<file path="src/rtl/time_display_scan.sv">
`default_nettype none
// ============================================================================
// Module   : time_display_scan
// Purpose  : Six-digit multiplexed seven-segment scan driver for a common-
//            anode HH.MM.SS clock display. All six BCD digits are captured
//            once per frame so a frame never mixes old and new time values.
//            One digit is decoded per scan slot, and the decimal point is lit
//            on the HL and ML digits to act as the separators.
// Revision : 1.0 - initial release
// ----------------------------------------------------------------------------
// Parameters:
//   SCAN_DIV  clk cycles per digit slot (>= 2)
// Ports:
//   clk              system clock, all state on posedge
//   reset            asynchronous active-low reset
//   HH,HL,MH,ML,SH,SL  BCD time digits (hour/minute/second tens and units)
//   seg[7:0]         active-low segments, seg[7]=dp, seg[6:0]=g..a
//   sel[5:0]         active-low digit enables, sel[0]=HH ... sel[5]=SL
// Build option:
//   LEADING_ZERO_BLANK_EN  when defined, a zero hour-tens digit is blanked
// ============================================================================
module time_display_scan #(
    parameter int SCAN_DIV = 50000
) (
    input  logic       clk,
    input  logic       reset,
    input  logic [3:0] HH,
    input  logic [3:0] HL,
    input  logic [3:0] MH,
    input  logic [3:0] ML,
    input  logic [3:0] SH,
    input  logic [3:0] SL,
    output logic [7:0] seg,
    output logic [5:0] sel
);

    localparam int              DIV_W      = (SCAN_DIV > 2) ? $clog2(SCAN_DIV) : 1;
    localparam logic [DIV_W-1:0] C_DIV_LAST = DIV_W'(SCAN_DIV - 1);
    localparam logic [2:0]      C_IDX_LAST = 3'd5;

    // Seven-segment pattern (g..a, active-low); non-BCD codes become a dash.
    function automatic logic [6:0] f_decode(input logic [3:0] i_val);
        logic [6:0] v;
        case (i_val)
            4'd0:    v = 7'h40;
            4'd1:    v = 7'h79;
            4'd2:    v = 7'h24;
            4'd3:    v = 7'h30;
            4'd4:    v = 7'h19;
            4'd5:    v = 7'h12;
            4'd6:    v = 7'h02;
            4'd7:    v = 7'h78;
            4'd8:    v = 7'h00;
            4'd9:    v = 7'h10;
            default: v = 7'h3F;
        endcase
        return v;
    endfunction

    logic [DIV_W-1:0] r_div;
    logic [2:0]       r_idx;
    logic [3:0]       r_snap_hh, r_snap_hl, r_snap_mh, r_snap_ml, r_snap_sh, r_snap_sl;
    logic [7:0]       r_seg;
    logic [5:0]       r_sel;

    logic             w_wrap;
    logic             w_load;
    logic [DIV_W-1:0] w_div_nxt;
    logic [2:0]       w_idx_nxt;
    logic [3:0]       w_hh_nxt, w_hl_nxt, w_mh_nxt, w_ml_nxt, w_sh_nxt, w_sl_nxt;
    logic [3:0]       w_digit;
    logic             w_dp_n;
    logic [7:0]       w_seg_nxt;
    logic [5:0]       w_sel_nxt;

    // The outputs are computed from the post-edge index and snapshot so that
    // sel and seg always switch together on the same edge.
    always_comb begin
        w_wrap    = (r_div == C_DIV_LAST);
        w_load    = w_wrap && (r_idx == C_IDX_LAST);
        w_div_nxt = w_wrap ? '0 : r_div + 1'b1;

        w_idx_nxt = r_idx;
        if (w_wrap) begin
            w_idx_nxt = (r_idx == C_IDX_LAST) ? 3'd0 : r_idx + 3'd1;
        end

        w_hh_nxt = w_load ? HH : r_snap_hh;
        w_hl_nxt = w_load ? HL : r_snap_hl;
        w_mh_nxt = w_load ? MH : r_snap_mh;
        w_ml_nxt = w_load ? ML : r_snap_ml;
        w_sh_nxt = w_load ? SH : r_snap_sh;
        w_sl_nxt = w_load ? SL : r_snap_sl;

        case (w_idx_nxt)
            3'd0:    w_digit = w_hh_nxt;
            3'd1:    w_digit = w_hl_nxt;
            3'd2:    w_digit = w_mh_nxt;
            3'd3:    w_digit = w_ml_nxt;
            3'd4:    w_digit = w_sh_nxt;
            default: w_digit = w_sl_nxt;
        endcase

        // Separator dots sit after the hour-units and minute-units digits.
        w_dp_n    = !((w_idx_nxt == 3'd1) || (w_idx_nxt == 3'd3));
        w_seg_nxt = {w_dp_n, f_decode(w_digit)};
`ifdef LEADING_ZERO_BLANK_EN
        if ((w_idx_nxt == 3'd0) && (w_hh_nxt == 4'd0)) begin
            w_seg_nxt = 8'hFF;
        end
`endif
        w_sel_nxt = ~(6'b000001 << w_idx_nxt);
    end

    always_ff @(posedge clk or negedge reset) begin
        if (!reset) begin
            r_div     <= '0;
            r_idx     <= 3'd0;
            r_snap_hh <= 4'd0;
            r_snap_hl <= 4'd0;
            r_snap_mh <= 4'd0;
            r_snap_ml <= 4'd0;
            r_snap_sh <= 4'd0;
            r_snap_sl <= 4'd0;
            r_seg     <= 8'hFF;
            r_sel     <= 6'b111111;
        end else begin
            r_div     <= w_div_nxt;
            r_idx     <= w_idx_nxt;
            r_snap_hh <= w_hh_nxt;
            r_snap_hl <= w_hl_nxt;
            r_snap_mh <= w_mh_nxt;
            r_snap_ml <= w_ml_nxt;
            r_snap_sh <= w_sh_nxt;
            r_snap_sl <= w_sl_nxt;
            r_seg     <= w_seg_nxt;
            r_sel     <= w_sel_nxt;
        end
    end

    assign seg = r_seg;
    assign sel = r_sel;

endmodule
`default_nettype wire

</file>
<file path="config.mk">
export PLATFORM = sky130hd
export DESIGN_NAME = time_display_scan
export DESIGN_NICKNAME = d
export VERILOG_FILES = /design/src/rtl/time_display_scan.sv
export SDC_FILE = /design/constraint.sdc
export NUM_CORES = 1
export LEC_CHECK = 0
export CAP_MARGIN = 20
export CORE_MARGIN = 5
export CORE_UTILIZATION = 50
export CTS_BUF_LIST = sky130_fd_sc_hd__clkbuf_4 sky130_fd_sc_hd__clkbuf_8
export DETAILED_ROUTE_END_ITERATION = 6
export HOLD_SLACK_MARGIN = 0.03
export PLACE_DENSITY = 0.88
export SLEW_MARGIN = 0
export SYNTH_ARGS = -nofsm -noshare
export SYNTH_HDL_FRONTEND = slang
export SYNTH_SLANG_ARGS = --single-unit
</file>
<file path="constraint.sdc">
create_clock -name clk -period 2.49 [get_ports clk]
set_clock_uncertainty 0.05 [all_clocks]
set_input_delay 0.249 -clock clk [delete_from_list [all_inputs] [get_ports clk]]
set_output_delay 0.249 -clock clk [all_outputs]
set_load 0.05 [all_outputs]
</file>
# After elaboration in Yosys (flattened, before gate mapping)
# Memory sizes are Yosys's and may differ from the RTL's. A register that Yosys moved wholly into a read port is not among the register bits.
# Index checks and enable logic that the tools add are counted.
# op_classes
n_lt_le_gt_ge,0
mux,10
n_reduce_logical,5
add_sub_neg,2
n_eq_ne,6
n_shift,1
bitwise_logic,1
n_div,0
n_mul,0
# ops
op,n
2-to-1 mux 4 bit,6
one-hot mux 4 bit (5 select lines),1
adder 16 x 1 -> 16 bit (second input constant),1
== test 16 bit (second input constant),1
2-to-1 mux 16 bit,1
== test 3 x 2 -> 1 bit (second input constant),2
== test 3 bit (second input constant),2
2-to-1 mux 3 bit,2
NOT 6 bit,1
<< shifter 1 x 3 -> 6 bit (first input constant),1
adder 3 x 1 -> 3 bit (second input constant),1
== test 3 x 1 -> 1 bit (second input constant),1
logical NOT 3 bit,1
logical NOT 1 bit,2
logical AND 1 bit,1
logical OR 1 bit,1
# totals
regBits,57
n_memories,1
inputBits,26
elab_cells,36
out_inout_bits,14
ramBits,0
mem_bits_ro,112
latchBits,0
# memory_table
name,words,width,rd,rd_clocked_by_memory_dff,write_ports,line,rtl
(name not given),16,7,1,1,0,44,case (i_val)

# Longest topological paths before layout
# Gate-level depths: netlist (run 1).
# logic_depth
ltp_word,6
ltp_mapped,13
depth_no_buf,11

# Least setup slack after synthesis (run 1)
# OpenSTA, ideal clock, no wires.
# synth_timing
path_kind,register to register
startpoint,reg r_div[0]
endpoint,reg r_seg[3] (netlist: seg[3])
setup_ps,73
stages_incl_launch_ff,14
path_slack_ps,-212
t_required_ps,2367
arrival_ps,2579
path_buffers,2
period_less_slack_ps,2702
path_cell_list,dfrtp_1 > ha_1 > and3_1 > buf_2 > nand4_2 > clkbuf_1 > nand4_1 > a32o_1 > a31oi_2 > inv_1 > ha_1 > inv_1 > mux2i_1 > a21oi_1
# synth_between
elab_chain_cells,4
word_cells_on_any_way,15
cone_classes,eq/ne (5); mux (8); reduce/logical (2)
# synth_rtl
item,line,rtl
from (decl),60,logic [DIV_W-1:0] r_div;
from (signal assigned),128,r_div <= w_div_nxt;
== test 16 bit (*),79,w_wrap = (r_div == C_DIV_LAST);
2-to-1 mux 3 bit / logical AND 1 bit (equally long branches),"84, 80",
"== test 3 bit, or another cell as far along",95,case (w_idx_nxt)
one-hot mux 4 bit (5 select lines) (*),95,
to (decl),63,logic [7:0] r_seg;
# Mark *: on every way between the ends. The rest lies on a longest branch, timed or not.

# Worst setup path in the final report (run 1)
# layout_timing
startpoint,reg r_div[0]
endpoint,reg r_seg[6] (netlist: seg[6])
# Same word-level chain as after synthesis.

==> results of run 1 <==
## power groups by stage
stage                     Clock, mW  Sequential (mW)  Combinational [mW]
after floorplan                   0            0.944             0.00246
after global placement            0            0.943              0.0610
after detailed placement          0            0.943              0.0622
after CTS                     0.894            0.928              0.0642
after global routing          0.935            0.927              0.0705
final                         0.884            0.928              0.0631
## worst register-to-register path: stages, from the launching register on
cell and delay [ns]:
dfrtp_1 0.42, ha_4 0.20, buf_6 0.12, and4_4 0.16, and4_4 0.22, buf_4 0.14
a211o_4 0.34, nor2_4 0.15, a31oi_4 0.05, buf_6 0.14, ha_1 0.18, or2b_1 0.22
o211a_1 0.13
## flip-flops by register name, indices dropped and copies added, names as in the netlist
signal / flops
r_div: 16
r_snap_hl: 4
seg: 8
sel: 6
r_snap_hh: 4
r_snap_sh: 4
r_snap_mh: 4
r_snap_sl: 4
r_idx: 3
r_snap_ml: 4
## worst max path at each step
stage	endpoint	cells past startpoint	startpoint
final	seg[6]$_DFF_PN1_	12	r_div[0]$_DFF_PN0_
after floorplan	seg[3]$_DFF_PN1_	11	r_div[11]$_DFF_PN0_
after CTS	seg[3]$_DFF_PN1_	11	r_div[10]$_DFF_PN0_
after detailed placement	seg[3]$_DFF_PN1_	12	r_div[0]$_DFF_PN0_
after global routing	seg[0]$_DFF_PN1_	12	r_div[1]$_DFF_PN0_
after global placement	seg[6]$_DFF_PN1_	11	r_div[13]$_DFF_PN0_
## per-layer routing
metal	routed length, um	part of all wire (%)
met1	3240	39
met2	4060	49
met3	539	6.5
met4	452	5.5
met5	0	0
## synthesized netlist by cell type (3+ instances only)
| cell | number |
|---|---|
| dfrtp_1 | 43 |
| mux2_2 | 27 |
| nand2_1 | 17 |
| nor2_1 | 17 |
| dfstp_2 | 14 |
| nand3_1 | 12 |
| a21oi_1 | 11 |
| mux2i_1 | 9 |
| xor2_1 | 9 |
| and3_1 | 8 |
| clkbuf_1 | 7 |
| ha_1 | 7 |
| inv_1 | 6 |
| o21ai_0 | 6 |
| and2_1 | 5 |
| xnor2_1 | 5 |
| buf_2 | 4 |
| nor2b_1 | 4 |
| a31oi_1 | 3 |
| and4_1 | 3 |
| nand4_1 | 3 |
| nor3_1 | 3 |
## kinds of logic (layout without fill, tap and decap cells)
family	count (synthesis)	in the layout	share of synthesized area [%]
compound gates	40	40	9.86
fa+ha+maj	7	7	2.97
flops	57	57	49.0
simple gates	88	88	17.1
buf+inv	21	115	3.48
xor+xnor	14	14	4.16
mux	36	36	13.4
## final cells by class
class	instances	area (sq um)
Clock buffer	13	166
Clock inverter	3	40.0
Fill cell	399	1590
Inverter	6	22.5
Multi-Input combinational cell	185	1610
Sequential cell	57	1440
Tap cell	75	93.8
Timing Repair Buffer	93	853
## through the flow
stage	cells	util [%]	hold slack [ns]	area, sq um
2_1_floorplan	263	-	-0.0966	3000
3_3_place_gp	408	64.7	0.228	3760
3_5_place_dp	408	64.7	0.234	3760
4_1_cts	430	70.5	0.407	4100
5_1_grt	432	72.7	0.462	4230
6_report	432	72.7	0.404	4230
## what timing repair did
item	CTS	global route
pin swaps	6	17
gates cloned	1	0
setup buffers	4	3
hold buffers	1	0
hold endpoints to repair	43	0
gates resized for setup	17	25
setup endpoints to repair	7	7
==> results.md, run 1 <==
* Outcome: finished, violations left
* Failing checks: setup timing
* Final setup vio count at 7
* Placeable Area at 5820 sq um
* Nets at 385
* Int Power at 1.50 mW
* Commonest non-fill, non-tap cell in the layout: buf_4
* Inserted Diodes at 0
* Antenna-violating nets left at 0
* CP cell instances: ha_4 > buf_6 > and4_4 > and4_4 > buf_4 > a211o_4 > nor2_4 > a31oi_4 > buf_6 > ha_1 > or2b_1 > o211a_1
* DRT Wirelength at 8290 um
* Hold Crit Class: in -> async
* Pre-antenna DRT Iters at 7
* Area Overhead vs Synth at 43.5%
* Power density cells at 444 nW/um^2
* Vias per cell at 5.79
* Port Buffer Count at 39
* Comb pwr share at between 3 and 4%
* Delay of the slowest critical-path stage at 0.42 ns
* Clock Tree Root: clkbuf_8
* Final setup margin at -0.106 ns
* Later-pin clock latency in the skew report at between 0.3 and 0.4 ns
* Max cap viols at 0
* Routing usage on met3 at 5.89%
* Number of I/O pins at 40
* CTS tree: yes
* Critical path arrival at 2.80 ns
* Yosys warnings at 0
* Antenna violations before repair at 0
* Num CTS Buffers at 9
* GR Util met1 at between 20% and 30%
* Sw power at ~0.37 mW
* Height of the die at 86.7 um
* Reg2Reg Setup Slack at -0.11 ns
* DP HPWL at between 5000 and 6000 um
* Top cell type by total area after synthesis: dfrtp_1
* Achievable Freq at 0.385 GHz
* Pre-CTS WS at -0.178 ns
* Syn Area/Cell at 11.2 sq um
* Delay-heaviest family, CP: simple AND/OR/NAND/NOR gates
* Clock Tree Buf Depth at 2
* Largest net degree at the start of global routing at 33
* Cells after Synth at 263
* Worst rel slew slack at a little under three fifths
* Slowest stage cell on the critical path: dfrtp_1
* VDD IR-drop max at between 0.3 and 0.4 mV
* Proportion of layout cells with a drive suffix above 1 at 42.6%
* Total grt overflow at 0
* Most frequent cells in the layout: 44 x buf_4, 43 x dfrtp_1, 38 x clkdlybuf4s50_1
* Final TNS setup at -0.453 ns
* Met2 usage at 36.9%
* Seq pwr share at just under 50%
* Routability congestion estimate at 0.971
* Main synth FF type: dfrtp_1
* FF-to-FF path depth at 12
* Synth top area share at 36.5%
* Routed WL per cell at 19.2 um
* Netlist cell types at 51
* Area contributors post-synth: dfrtp_1 37%, dfstp_2 12%, mux2_2 10%, mux2i_1 3.1%, ha_1 3.0%
* RSZ-0062 raised after global routing: true
* Clock transition at the registers of the reported paths at 0.06 ns
* Async set-reset flop share out of synthesis at 100%
* Min cycle time layout at 2.60 ns
* Synth Cell Area at 2940 sq um
* Critical path buffer and inverter count at 3
* RR Startpoint: r_div[0]$_DFF_PN0_
* WS Path Type: reg -> reg
* Critical Path End Type: flip-flop
* Initial core utilization at between 50% and 60%
* Die ar. at 7520 sq um
* H-Tree Depth at 3
* Synth Net Count at roughly 300
* Crit-path max FO at 5
* End of the worst register-to-register path: seg[6]$_DFF_PN1_
* Max-slew violations at 0
* Seq/Total Area, Yosys at 49.0%
* Clock power share at 47.2%
* Switching part of the total at 19.9%
* DR iter-0 viols at 200
* CP required at 2.70 ns
* DRC viols at 0
* Layer with the highest usage: met2
* Die W at 86.7 um
* Final Hold Violating Endpoints at 0
* Startpoint types: flip-flop
* # clock sinks at 57
* Synth Register Bits at 57
* GRT Resource Usage Total at 22.0%
* Final Cycle Share at 104%
* Leak pwr at between 1.5 and 2 nW
* Worst-margin pin slew at 0.653 ns
* First-pass GRT wire length at ~13000 um
* Via count at around 2500
* Row Count at 28
* Number of flops mapped to enable cells by yosys at 0
* Pwr Total at 1.87 mW
* Vias in the first global route at 2614
Note: power is estimated with default switching activity, not from simulation.
==> run 2: changes to the inputs <==
PLACE_DENSITY = not set   (was 0.88)
PLACE_DENSITY_LB_ADDON = 0.08   (was not set)
==> run 2 against run 1 <==
  * The flow now finishes without violations
  * Non-clock buffer count rose by 1
  * Maximum frequency is 4.8% higher
  * Flip-flop and latch count unchanged
  * Combinational power is 1% lower
  * Sequential share of layout area increased by 0.74 points
  * Power down 4.5%
  * Core utilization fell by 1.5 points
  * Setup slack better by 0.12 ns
  * Routed wire length down 17%
  * Die area stayed put
  * Critical endpoint is now seg[4]$_DFF_PN1_
  * Largest cell class unchanged
==> results.md, run 2 (same netlist as run 1, synthesis figures left out) <==
* VDD IR-drop max at 0.361 mV (+6.6%)
* Outcome: complete, no violations
* # clock sinks at 57 (unchanged)
* Inserted Diodes at 0 (unchanged)
* Clock Tree Buf Depth at 2 (unchanged)
* Final setup vio count at 0 (-7)
* Commonest non-fill, non-tap cell in the layout: buf_4
* Row Count at 28 (unchanged)
* Min cycle time layout at 2.48 ns (-0.119 ns)
* Via count at 2350 (-6.0%)
* Achievable Freq at 0.404 GHz (+4.8%)
* Reg with most FFs: r_div
* DRC viols at 0 (unchanged)
* RSZ-0062 raised after global routing: true
* RR Startpoint: r_div[11]$_DFF_PN0_
* GRT Resource Usage Total at 20.2% (-1.8 points)
* FF-to-FF path depth at 12 (unchanged)
* Die ar. at 7520 sq um (unchanged)
* End of the worst register-to-register path: seg[4]$_DFF_PN1_
* Number of I/O pins at 40 (unchanged)
* Critical path arrival at 2.70 ns (-0.10 ns)
* Hold_ws at 0.455 ns (+0.0511 ns)
* Routability congestion estimate at 0.913 (-5.9%)
* Largest net degree at the start of global routing at 39 (+18%)
* Worst rel slew slack at 44.6% (-12 points)
* Critical Path End Type: flip-flop
* Later-pin clock latency in the skew report at 0.34 ns (about the same)
* Die W at 86.7 um (unchanged)
* H-Tree Depth at 3 (unchanged)
* DRT Wirelength at 6890 um (-17%)
* Proportion of layout cells with a drive suffix above 1 at 40.2% (-2.4 points)
* Max-slew violations at 0 (unchanged)
* Hold Crit Class: reg -> reg
* Port Buffer Count at 39 (unchanged)
* Pre-antenna DRT Iters at 5 (-2)
* Worst-margin pin slew at 0.831 ns (+0.178 ns)
* Startpoint types: flip-flop
* CP required at 2.72 ns (+0.02 ns)
* Placeable Area at 5820 sq um (unchanged)
* WS Path Type: reg -> reg
* DR iter-0 viols at 114 (-43%)
* Hold Crit Endpoint: r_snap_hl[2]$_DFF_PN0_
* Vias per cell at 5.43 (-6.3%)
* Routed WL per cell at 15.9 um (-17%)
* Max cap viols at 0 (unchanged)
* Crit-path max FO at 4 (-1)
* Max reg flops at 16 (unchanged)
* Nets at 386 (+0.26%)
* Clock Tree Root: clkbuf_8
* Hold path cells at 1
* First-pass GRT wire length at 11400 um (-9.3%)
* Reg2Reg Setup Slack at 0.01 ns (+0.12 ns)
* Num CTS Buffers at 9 (unchanged)
* CTS tree: yes
* Leak pwr at 1.84 nW (-0.82%)
* Power density cells at 433 nW/um^2 (-2.4%)
* Total grt overflow at 0 (unchanged)
* Area Overhead vs Synth at 40.5%
* Antenna-violating nets left at 0 (unchanged)
* Vias in the first global route at 2351 (-10%)
* DP HPWL at 4820 um (-7.4%)
* Antenna violations before repair at 0 (unchanged)
* Final Hold Violating Endpoints at 0 (unchanged)
* Min-Delay Startpoint: r_snap_hl[2]$_DFF_PN0_
* Final Cycle Share at 99.5% (-4.8 points)
* Initial core utilization at 50.6% (unchanged)
* Clock transition at the registers of the reported paths at 0.07 ns (about the same)
* Pwr Total at 1.79 mW (-4.5%)
* Most frequent cells in the layout: 47 x buf_4, 43 x dfrtp_1, 38 x clkdlybuf4s50_1
* Height of the die at 86.7 um (unchanged)
==> run 2: changes by cell type in the layout (fill, tap and decap cells not counted), sizes merged <==
cell / delta
bufinv: -1
buf: +1
clkinv: +1
==> run 2: per-stage QoR <==
step / area, sq um / util [%] / setup TNS [ns] / instances / setup slack (ns)
after floorplan: 3000 / - / 0 / 263 / 0.00109
after global placement: 3720 / 64.0 / -0.580 / 401 / -0.159
after detailed placement: 3720 / 64.0 / -1.19 / 401 / -0.247
after CTS: 4040 / 69.4 / 0 / 428 / 0.00305
after global routing: 4140 / 71.1 / -0.386 / 433 / -0.114
final: 4140 / 71.1 / 0 / 433 / 0.0127
==> run 2: worst max-delay path, stage by stage, from the launching register on <==
cell      delay, ns
dfrtp_1        0.41
nor4b_4        0.30
buf_4          0.18
buf_4          0.12
nand4_1        0.15
nor3_2         0.25
a311oi_2       0.09
a31oi_4        0.28
inv_2          0.09
ha_1           0.19
inv_1          0.09
mux2i_1        0.09
a21oi_2        0.14
==> run 2: area by class of cell <==
class / count / area (sq um)
sequential: 57 / 1440
clock buffer: 13 / 166
fill: 460 / 1680
multi-input combinational: 185 / 1540
tap: 75 / 93.8
inverter: 6 / 22.5
clock inverter: 3 / 15.0
timing repair buffer: 94 / 856
==> run 2: layer usage <==
metal	routed length [um]	track usage, %	up-vias
li1	-	-	1122
met1	3210	26.5	1159
met2	3240	31.3	59
met3	325	5.13	10
met4	108	9.35	0
met5	0	0	-
==> run 2: repair_timing <==
item | 4_1_cts | 5_1_grt
resized for setup | 15 | 11
pin swaps | 9 | 8
hold endpoints to repair | 22 | 0
endpoints found under the setup margin | 7 | 7
gates cloned | 0 | 1
hold buffers | 1 | 0
setup buffers | 10 | 4
==> run 2: worst max path at each step <==
| stage | from | to | slack (ns) | cells past startpoint |
|---|---|---|---|---|
| final | r_div[11]$_DFF_PN0_ | seg[4]$_DFF_PN1_ | 0.01 | 12 |
| after global routing | r_div[11]$_DFF_PN0_ | seg[4]$_DFF_PN1_ | -0.11 | 12 |
| after CTS | r_div[11]$_DFF_PN0_ | seg[0]$_DFF_PN1_ | 0.003 | 11 |
| after detailed placement | r_div[0]$_DFF_PN0_ | seg[3]$_DFF_PN1_ | -0.25 | 12 |
| after global placement | r_div[0]$_DFF_PN0_ | seg[3]$_DFF_PN1_ | -0.16 | 12 |
| after floorplan | r_div[11]$_DFF_PN0_ | seg[3]$_DFF_PN1_ | 0.001 | 11 |
==> run 2: where the power goes <==
group          internal [mW]  leakage [nW]  switching, mW
Clock                  0.433         0.100          0.368
Sequential             0.927         0.732              0
Combinational         0.0378          1.01         0.0246
Total                   1.40          1.84          0.393
